[config.mk]
export PLATFORM = sky130hd
export DESIGN_NAME = topk_drain_flat
export DESIGN_NICKNAME = d
export VERILOG_FILES = /design/src/rtl/topk_drain_if.sv /design/src/rtl/topk_drain.sv /design/src/flat_wrapper.sv
export SDC_FILE = /design/constraint.sdc
export NUM_CORES = 1
export LEC_CHECK = 0
export ABC_AREA = 1
export CAP_MARGIN = 20
export CORE_MARGIN = 1
export CORE_UTILIZATION = 40
export CTS_CLUSTER_DIAMETER = 100
export DETAILED_ROUTE_END_ITERATION = 6
export PLACE_DENSITY = 0.66
export SLEW_MARGIN = 25
export SYNTH_ARGS = -nofsm -noshare
export SYNTH_HDL_FRONTEND = slang
export SYNTH_SLANG_ARGS = --single-unit
[constraint.sdc]
create_clock -name clk -period 2.9 [get_ports clk]
set_input_delay 0.29 -clock clk [delete_from_list [all_inputs] [get_ports clk]]
set_output_delay 0.29 -clock clk [all_outputs]
set_load 0.1 [all_outputs]
[src/rtl/topk_drain_if.sv]
// Snapshot-load and output-stream bundle for the top-k drain.
// The slave side is the drain itself; the master side is its environment.
interface topk_drain_if #(
  parameter int W  = 5,
  parameter int N  = 4,
  parameter int CW = 3
);
  logic               load;
  logic [N*W-1:0]     din;
  logic [CW-1:0]      cnt;
  logic               busy;
  logic               out_valid;
  logic               out_ready;
  logic [W-1:0]       out_data;
  logic [CW-1:0]      out_idx;
  logic               out_last;
  logic               done;
  logic               order_err;

  modport slave (
    input  load, din, cnt, out_ready,
    output busy, out_valid, out_data,
    output out_idx, out_last, done,
    output order_err
  );

  modport master (
    output load, din, cnt, out_ready,
    input  busy, out_valid, out_data,
    input  out_idx, out_last, done,
    input  order_err
  );
endinterface

[src/rtl/topk_drain.sv]
// Captures a sorted top-k snapshot and streams valid slots largest first,
// flagging any snapshot that is not non-increasing within its count.
module topk_drain #(
  parameter int W  = 5,
  parameter int N  = 4,
  parameter int CW = 3
) (
  input logic         clk,
  input logic         rst,
  topk_drain_if.slave bus
);
  localparam int IW = (N > 1) ? $clog2(N) : 1;

  typedef enum logic {IDLE, SEND} state_t;

  state_t                state_q, state_d;
  logic [N-1:0][W-1:0]   buf_q, buf_d;
  logic [CW-1:0]         cnt_q, cnt_d;
  logic [CW-1:0]         idx_q, idx_d;
  logic                  done_q, done_d;
  logic                  err_q, err_d;

  logic [N-1:0][W-1:0]   snap;
  logic [CW-1:0]         cnt_c;
  logic                  ord_bad;
  logic                  last;
  logic                  hs;

  assign snap  = bus.din;
  assign cnt_c = (bus.cnt > CW'(N)) ? CW'(N) : bus.cnt;

  // Only adjacent pairs inside the clamped occupancy are checked.
  always_comb begin
    ord_bad = 1'b0;
    for (int i = 0; i < N - 1; i++) begin
      if (CW'(i + 1) < cnt_c &&
          $signed(snap[i]) < $signed(snap[i+1]))
        ord_bad = 1'b1;
    end
  end

  assign last = (state_q == SEND) &&
                (idx_q == cnt_q - CW'(1));
  assign hs   = (state_q == SEND) && bus.out_ready;

  always_comb begin
    state_d = state_q;
    buf_d   = buf_q;
    cnt_d   = cnt_q;
    idx_d   = idx_q;
    done_d  = 1'b0;
    err_d   = err_q;
    unique case (state_q)
      IDLE: begin
        if (bus.load) begin
          err_d = ord_bad;
          if (cnt_c == '0) begin
            done_d = 1'b1;
          end else begin
            buf_d   = snap;
            cnt_d   = cnt_c;
            idx_d   = '0;
            state_d = SEND;
          end
        end
      end
      SEND: begin
        if (hs) begin
          if (last) begin
            state_d = IDLE;
            idx_d   = '0;
            done_d  = 1'b1;
          end else begin
            idx_d = idx_q + CW'(1);
          end
        end
      end
      default: state_d = IDLE;
    endcase
  end

  always_ff @(posedge clk or posedge rst) begin
    if (rst) begin
      state_q <= IDLE;
      buf_q   <= '0;
      cnt_q   <= '0;
      idx_q   <= '0;
      done_q  <= 1'b0;
      err_q   <= 1'b0;
    end else begin
      state_q <= state_d;
      buf_q   <= buf_d;
      cnt_q   <= cnt_d;
      idx_q   <= idx_d;
      done_q  <= done_d;
      err_q   <= err_d;
    end
  end

  assign bus.busy      = (state_q == SEND);
  assign bus.out_valid = (state_q == SEND);
  assign bus.out_data  = buf_q[idx_q[IW-1:0]];
  assign bus.out_idx   = idx_q;
  assign bus.out_last  = last;
  assign bus.done      = done_q;
  assign bus.order_err = err_q;
endmodule

[src/flat_wrapper.sv]
// flat-port wrapper written by rule: the top's interface ports become plain ports
module topk_drain_flat 
#(
  parameter int W  = 5,
  parameter int N  = 4,
  parameter int CW = 3
)
  (clk, rst, bus_load, bus_din, bus_cnt, bus_out_ready, bus_busy, bus_out_valid, bus_out_data, bus_out_idx, bus_out_last, bus_done, bus_order_err);
  topk_drain_if #(.W(W), .N(N), .CW(CW)) bus_i ();
  input logic clk;
  input logic rst;
  input wire logic [$bits(bus_i.load)-1:0] bus_load;
  input wire logic [$bits(bus_i.din)-1:0] bus_din;
  input wire logic [$bits(bus_i.cnt)-1:0] bus_cnt;
  input wire logic [$bits(bus_i.out_ready)-1:0] bus_out_ready;
  output wire logic [$bits(bus_i.busy)-1:0] bus_busy;
  output wire logic [$bits(bus_i.out_valid)-1:0] bus_out_valid;
  output wire logic [$bits(bus_i.out_data)-1:0] bus_out_data;
  output wire logic [$bits(bus_i.out_idx)-1:0] bus_out_idx;
  output wire logic [$bits(bus_i.out_last)-1:0] bus_out_last;
  output wire logic [$bits(bus_i.done)-1:0] bus_done;
  output wire logic [$bits(bus_i.order_err)-1:0] bus_order_err;
  assign bus_i.load = bus_load;
  assign bus_i.din = bus_din;
  assign bus_i.cnt = bus_cnt;
  assign bus_i.out_ready = bus_out_ready;
  assign bus_busy = bus_i.busy;
  assign bus_out_valid = bus_i.out_valid;
  assign bus_out_data = bus_i.out_data;
  assign bus_out_idx = bus_i.out_idx;
  assign bus_out_last = bus_i.out_last;
  assign bus_done = bus_i.done;
  assign bus_order_err = bus_i.order_err;
  topk_drain #(.W(W), .N(N), .CW(CW)) u_core (.clk(clk), .rst(rst), .bus(bus_i));
endmodule
* Word-level counts from Yosys, hierarchy flattened *
Index checks and enable logic that the tools add are counted.

word-level totals
  register bits after elaboration = 29
  input port bits = 27

operators by class
  add/sub/neg operators = 2
  $lt $le $gt $ge = 8
  equality and inequality tests = 4
  muxes and demuxes = 21
  bitwise gates (word level) = 2
  reductions and logical operators = 9

operator list
  operator                                            count
  < comparator 5 bit                                  3
  2-to-1 mux 3 bit                                    5
  2-to-1 mux 1 bit                                    11
  binary-select mux 5 bit (select 2 bit)              1
  < comparator 2 x 3 -> 1 bit, first input constant   2
  inequality test 2 bit, second input constant        3
  one-hot mux 3 bit (2 select lines)                  1
  AND reduction 3 bit                                 2
  logical AND 1 bit                                   5
  2-to-1 mux 5 bit                                    1
  one-hot mux 1 bit (2 select lines)                  2
  adder 3 x 1 -> 3 bit, second input constant         1
  equality test 3 bit                                 1
  > comparator 3 bit, second input constant           1
  zero test 3 bit                                     1
  < comparator 1 x 3 -> 1 bit, first input constant   1
  < comparator 2 x 3 -> 1 bit, second input constant  1
  subtractor 3 x 1 -> 3 bit, second input constant    1
  NOT 1 bit                                           2
  AND reduction 2 bit                                 1

* Logic depth before layout (Yosys ltp) *
Gate-level depths: netlist of run 1.

  depth after elaboration = 7
  mapped depth = 12

* Least setup slack after synthesis of run 1 *
OpenSTA, ideal clock, no wires.

  kind = reg2out
  start point = register u_core.idx_q[0], in the netlist u_core.bus.out_idx[0]
  end point = output port bus_out_data[0]
  data arrival time = 2,867 ps
  data required time = 2,610 ps
  setup slack = -257 ps
  stages on the path, launching flop included = 4
  path buffers = 1
  path through = dfrtp_1 > clkbuf_1 > o21ai_0 > o22ai_1

between the ends
  cells in the longest elaborated chain, start to end = 2

RTL lines
  element                                 line                RTL
  start: declaration                      topk_drain.sv:19    logic [CW-1:0] idx_q, idx_d;
  start signal: assignment                topk_drain.sv:94    idx_q <= idx_d;
  binary-select mux 5 bit (select 2 bit)  topk_drain.sv:102   assign bus.out_data = buf_q[idx_q[IW-1:0]];
  2-to-1 mux 5 bit (implied by the code)  topk_drain.sv:102
  end: declaration                        flat_wrapper.sv:18  output wire logic [$bits(bus_i.out_data)-1:0] bus_out_data;

Every way passes these cells. The select of a mux whose other input is x is not followed.

* Final worst setup path of run 1 *
Same ends and word-level chain as after synthesis.

==> flow_metrics.env, run 1 <==
export IMPL_drive_gt1_share_pct=12.1
export IMPL_first_pass_iters=4
export IMPL_globalRouteMet1Util_pct=26.3
export IMPL_synth_top_family_by_area="simple AND/OR/NAND/NOR gates"
export IMPL_grt_usage_pct=20.1
export IMPL_drc=0
export IMPL_via_per_inst=4.83
export IMPL_clk_path_buf_depth=2
export IMPL_cts_repair_resize_count=0
export IMPL_start_kind="flop"
export IMPL_period_needed_ns=2.20
export IMPL_portBuffers=39
export IMPL_cap_violations=0
export IMPL_grt_max_degree=42
export IMPL_finalSetupTns_ns=0
export IMPL_synth_avg_cell_area_sq_um=7.56
export IMPL_grt_busiest_layer="met2"
export IMPL_core_area_sq_mm=0.00412
export IMPL_max_freq_mhz=455
export IMPL_fillers=395
export IMPL_clock_skew_ns=0.00644
export IMPL_synthAdderAreaFrac_pct=9.95
export IMPL_ys_ff_latch=29
export IMPL_grt_pass1_wl_microns=6610
export IMPL_crit_buf_inv=2
export IMPL_vias=1560
export IMPL_drv_slew=0
export IMPL_path_class="flop to primary output"
export IMPL_clockRootBuffer="clkbuf_8"
export IMPL_cp_top_family="flip-flops"
export IMPL_cts_sinks=29
export IMPL_netlist_area_sq_mm=0.00176
export IMPL_synth_xor_area_share_pct=1.49
export IMPL_grt_use_met3_pct=4.67
export IMPL_start_util_pct=42.8
export IMPL_hold_violations=0
export IMPL_synth_top_flop_cell="dfrtp_1"
export IMPL_cts_clk_slew_worst_paths_ns=0.06
export IMPL_reg2reg_setup_slack_ns=1.32
export IMPL_path_max_fanout=16
export IMPL_dp_hpwl_microns=3050
export IMPL_max_slew_margin_rel_pct=64.4
export IMPL_synthDistinctLibCells=23
export IMPL_cts_buffers=5
export IMPL_totalWireLength_microns=4030
export IMPL_yosys_area_share_simple_pct=23.1
export IMPL_arrival_ns=1.91
export IMPL_clock_latency_ns=0.28
export IMPL_rows=23
export IMPL_synthArstFlopShare_pct=100
export IMPL_antenna_cells=0
export IMPL_tightest_slew_ns=0.534
export IMPL_routedWlPerCell_microns=12.5
export IMPL_ctsHoldBuffers=0
export IMPL_final_nets=313
export IMPL_worst_path_max_delay_cell="dfrtp_1"
export IMPL_yosysWarnings=0
export IMPL_first_iter_violations=177
export IMPL_worstSetupPathDepth=4
export IMPL_syn_num_nets=274
export IMPL_cts_tree="yes"
export IMPL_hold_path_class="input pin to asynchronous set/reset pin"
export IMPL_post_cts_buffers=0
export IMPL_routabilityCongestion=0.811
export IMPL_grtUsageMet2_pct=30.4
export IMPL_grt_pass1_vias=1460
export IMPL_post_route_period_util_pct=75.8
export IMPL_die_h_microns=68.3
export IMPL_end_kind="primary output"
export IMPL_grt_setup_unrepaired="no"
export IMPL_syn_inst=233
export IMPL_worstRegToRegCells=7
export IMPL_status="finished clean"
export IMPL_htreeDepth=2
export IMPL_ys_seq_area_share_pct=41.2
export IMPL_areaGrowthSynthToFinish_pct=27.5
export IMPL_synth_compound_area_share_pct=13.4
export IMPL_max_stage_delay_ns=0.68
export IMPL_ant_nets=0
export IMPL_antenna_found_initial=0
export IMPL_worstPathCellList="inv_1 > o21ai_0 > o22ai_2 > buf_4"
export IMPL_overflow=0
export IMPL_dieArea_sq_mm=0.00467
export IMPL_pin_count=40
export IMPL_setup_viol=0
export IMPL_synth_edf_count=0
export IMPL_synth_mux_area_share_pct=0
export IMPL_cp_required_ns=2.61
export IMPL_die_x_microns=68.3
==> per-stage QoR <==
stage	utilization [%]	area [sq um]	setup slack, ns	std cells	hold slack (ns)
3_3_place_gp	52.5	2160	0.998	315	0.461
2_1_floorplan	-	1790	0.315	233	0.368
4_1_cts	54.5	2240	0.691	323	0.382
3_5_place_dp	52.5	2160	0.990	315	0.468
6_report	54.5	2240	0.700	323	0.375
5_1_grt	54.5	2240	0.563	323	0.437
==> state kept, by name, summed over array words and instances (netlist names) <==
name / count
u_core.buf_q: 20
u_core.bus.busy: 1
u_core.bus.done: 1
u_core.bus.order_err: 1
u_core.bus.out_idx: 3
u_core.cnt_q: 3
==> cells in the mapped netlist (all sizes together), types with 2 or more instances <==
| library cell | count | share of area [%] |
|---|---|---|
| nand3 | 9 | 2.8 |
| a21oi | 9 | 2.6 |
| clkbuf | 2 | 0.43 |
| inv | 35 | 7.6 |
| nand2 | 72 | 16 |
| xnor2 | 2 | 1.0 |
| buf | 6 | 2.8 |
| nor2 | 16 | 3.4 |
| ha | 14 | 10 |
| dfrtp | 29 | 41 |
| o21ai | 28 | 8.0 |
| o22ai | 8 | 2.8 |
==> per-layer routing <==
layer,vias to the layer above,wire length (microns)
li1,816,-
met2,27,1740
met3,10,110
met4,0,111
met5,-,0
met1,707,2070
==> area by class of cell <==
type                       instances  area, sq um  share of cell area, %
multi-input combinational        161          875                   39.0
timing repair buffer              40          365                   16.3
tap                               50         62.6                   2.79
sequential                        29          726                   32.3
clock inverter                     2         10.0                  0.446
clock buffer                       6         72.6                   3.23
inverter                          35          134                   5.96
==> cell usage in the layout (no fill, tap or decap), drive strengths merged <==
cell type	instances
nand2	72
inv	35
dfrtp	29
o21ai	28
clkdlybuf4s50	26
nor2	16
ha	14
buf	14
a21oi	9
nand3	9
o22ai	8
clkbuf	6
xnor2	2
clkinv	2
xor2	1
nor3	1
nand4	1
==> worst min-delay path, delay by kind of cell <==
family | cells | cell delay [ns]
buffers and inverters | 3 | 0.78
==> worst paths after layout <==
path	startpoint	to
worst max-delay path	u_core.bus.out_idx[0]	bus_out_data[0]
worst max register to register	u_core.cnt_q[0]	u_core.bus.busy
worst min-delay path	rst	u_core.buf_q[16]
min in group clk	u_core.buf_q[6]	u_core.buf_q[6]
worst min register to register	u_core.buf_q[6]	u_core.buf_q[6]
max in group asynchronous	rst	u_core.bus.out_idx[1]
==> cells by family after synthesis <==
| kind of cell | count (synthesis) |
|---|---|
| buffers and inverters | 43 |
| XOR/XNOR | 3 |
| adder cells (fa/ha/maj) | 14 |
| AO/OA/AOI/OAI | 45 |
| AND/OR/NAND/NOR | 99 |
| flip-flops | 29 |
Power of run 1 is not shown: default switching activity piles up to over one toggle a cycle in this logic, so the estimate is an artifact.
==> inputs of run 2 (changes only) <==
clock period = 2.04 ns   (was 2.9 ns; I/O delays follow)
==> flow_metrics.env, run 2 (synthesis results as in run 1) <==
export IMPL_status="finished clean"
export IMPL_dp_hpwl_microns=3040
export IMPL_first_pass_iters=4
export IMPL_final_seq_area_sq_um=728
export IMPL_areaGrowthSynthToFinish_pct=36.1
export IMPL_routabilityCongestion=0.737
export IMPL_layout_commonest_cell="nand2_1"
export IMPL_drive_gt1_share_pct=13.5
export IMPL_antenna_found_initial=0
export IMPL_period_needed_ns=1.95
export IMPL_die_h_microns=68.3
export IMPL_hold_violations=0
export IMPL_cts_buffers=5
export IMPL_htreeDepth=2
export IMPL_portBuffers=39
export IMPL_multi_input_area_sq_um=920
export IMPL_final_cells=325
export IMPL_clockRootBuffer="clkbuf_8"
export IMPL_tightest_slew_ns=0.389
export IMPL_first_iter_violations=114
export IMPL_finish_utilization_pct=58.2
export IMPL_pin_count=40
export IMPL_max_slew_margin_rel_pct=74.0
export IMPL_via_per_inst=4.88
export IMPL_path_class="flop to primary output"
export IMPL_path_max_fanout=16
export IMPL_ant_nets=0
export IMPL_grt_pass1_wl_microns=6760
export IMPL_fillers=389
export IMPL_cp_required_ns=1.84
export IMPL_overflow=0
export IMPL_largest_register_ffs=20
export IMPL_cap_violations=0
export IMPL_cts_clk_slew_worst_paths_ns=0.06
export IMPL_post_route_period_util_pct=95.4
export IMPL_end_kind="primary output"
export IMPL_grt_max_degree=35
export IMPL_routedWlPerCell_microns=12.4
export IMPL_drv_slew=0
export IMPL_dieArea_sq_mm=0.00467
export IMPL_cts_tree="yes"
export IMPL_vias=1586
export IMPL_start_kind="flop"
export IMPL_drc=0
export IMPL_hold_path_class="input pin to asynchronous set/reset pin"
export IMPL_antenna_cells=0
export IMPL_final_cell_mix="nand2_1 (70), inv_1 (31), dfrtp_1 (27), clkdlybuf4s50_1 (26), o21ai_0 (24)"
export IMPL_rows=23
export IMPL_finalHoldWorstSlack_ns=0.299
export IMPL_setup_viol=0
export IMPL_numPlacedInstances=316
export IMPL_grt_pass1_vias=1503
export IMPL_clk_path_buf_depth=2
export IMPL_totalWireLength_microns=4030
export IMPL_grt_usage_pct=20.2
export IMPL_largest_register="u_core.buf_q"
export IMPL_final_nets=315
export IMPL_max_freq_mhz=514
export IMPL_start_util_pct=42.8
export IMPL_cts_sinks=29
export IMPL_arrival_ns=1.74
export IMPL_clock_latency_ns=0.28
export IMPL_clock_skew_ns=0.00615
export IMPL_die_x_microns=68.3
export IMPL_core_area_sq_mm=0.00412
export IMPL_grt_setup_unrepaired="yes"
run 2: path summary, 6_finish.rpt:
path	to	cells past startpoint	from	slack [ns]
worst max-delay path	bus_out_data[2]	4	u_core.bus.out_idx[0]	0.09
worst min-delay path	u_core.buf_q[0]	3	rst	0.30
worst max register to register	u_core.bus.out_idx[1]	8	u_core.cnt_q[0]	0.47
worst min register to register	u_core.buf_q[15]	2	u_core.buf_q[15]	0.48
max in group asynchronous	u_core.bus.out_idx[0]	3	rst	1.44
min in group clk	u_core.buf_q[15]	2	u_core.buf_q[15]	0.48
run 2: critical path: stages (launching register included):
cell     delay, ns
dfrtp_2       0.54
inv_1         0.26
o21ai_0       0.35
o22ai_4       0.12
buf_12        0.18
run 2: final cells by class:
cell class                 count  share of cell area (%)
inverter                      35                    5.74
multi-input combinational    161                    38.4
timing repair buffer          42                    19.5
clock buffer                   8                    3.34
tap                           50                    2.61
sequential                    29                    30.4
run 2: repair_timing:
action | 4_1_cts | 5_1_grt
gates resized for setup | 0 | 4
endpoints found under the setup margin | 0 | 4
buffers inserted | 0 | 1
hold buffers | 0 | 0
run 2: through the flow:
step	setup TNS [ns]	setup slack, ns	instance area [sq um]
floorplan	0	0.0622	1840
global placement	0	0.267	2300
detailed placement	0	0.210	2300
CTS	0	0.0359	2380
global route	-0.00485	-0.00485	2400
finish	0	0.0944	2400
run 2: per-layer routing:
layer  part of all wire, %  GRT usage, %  routed length (microns)  vias up
met4                  0.84          7.81                       34        0
li1                      -             -                        -      822
met1                    49          26.9                     1960      730
met2                    47          31.0                     1900       32
met5                     0             0                        0        -
met3                   3.3          5.17                      135        2
Power of run 2 is left out for the same reason.
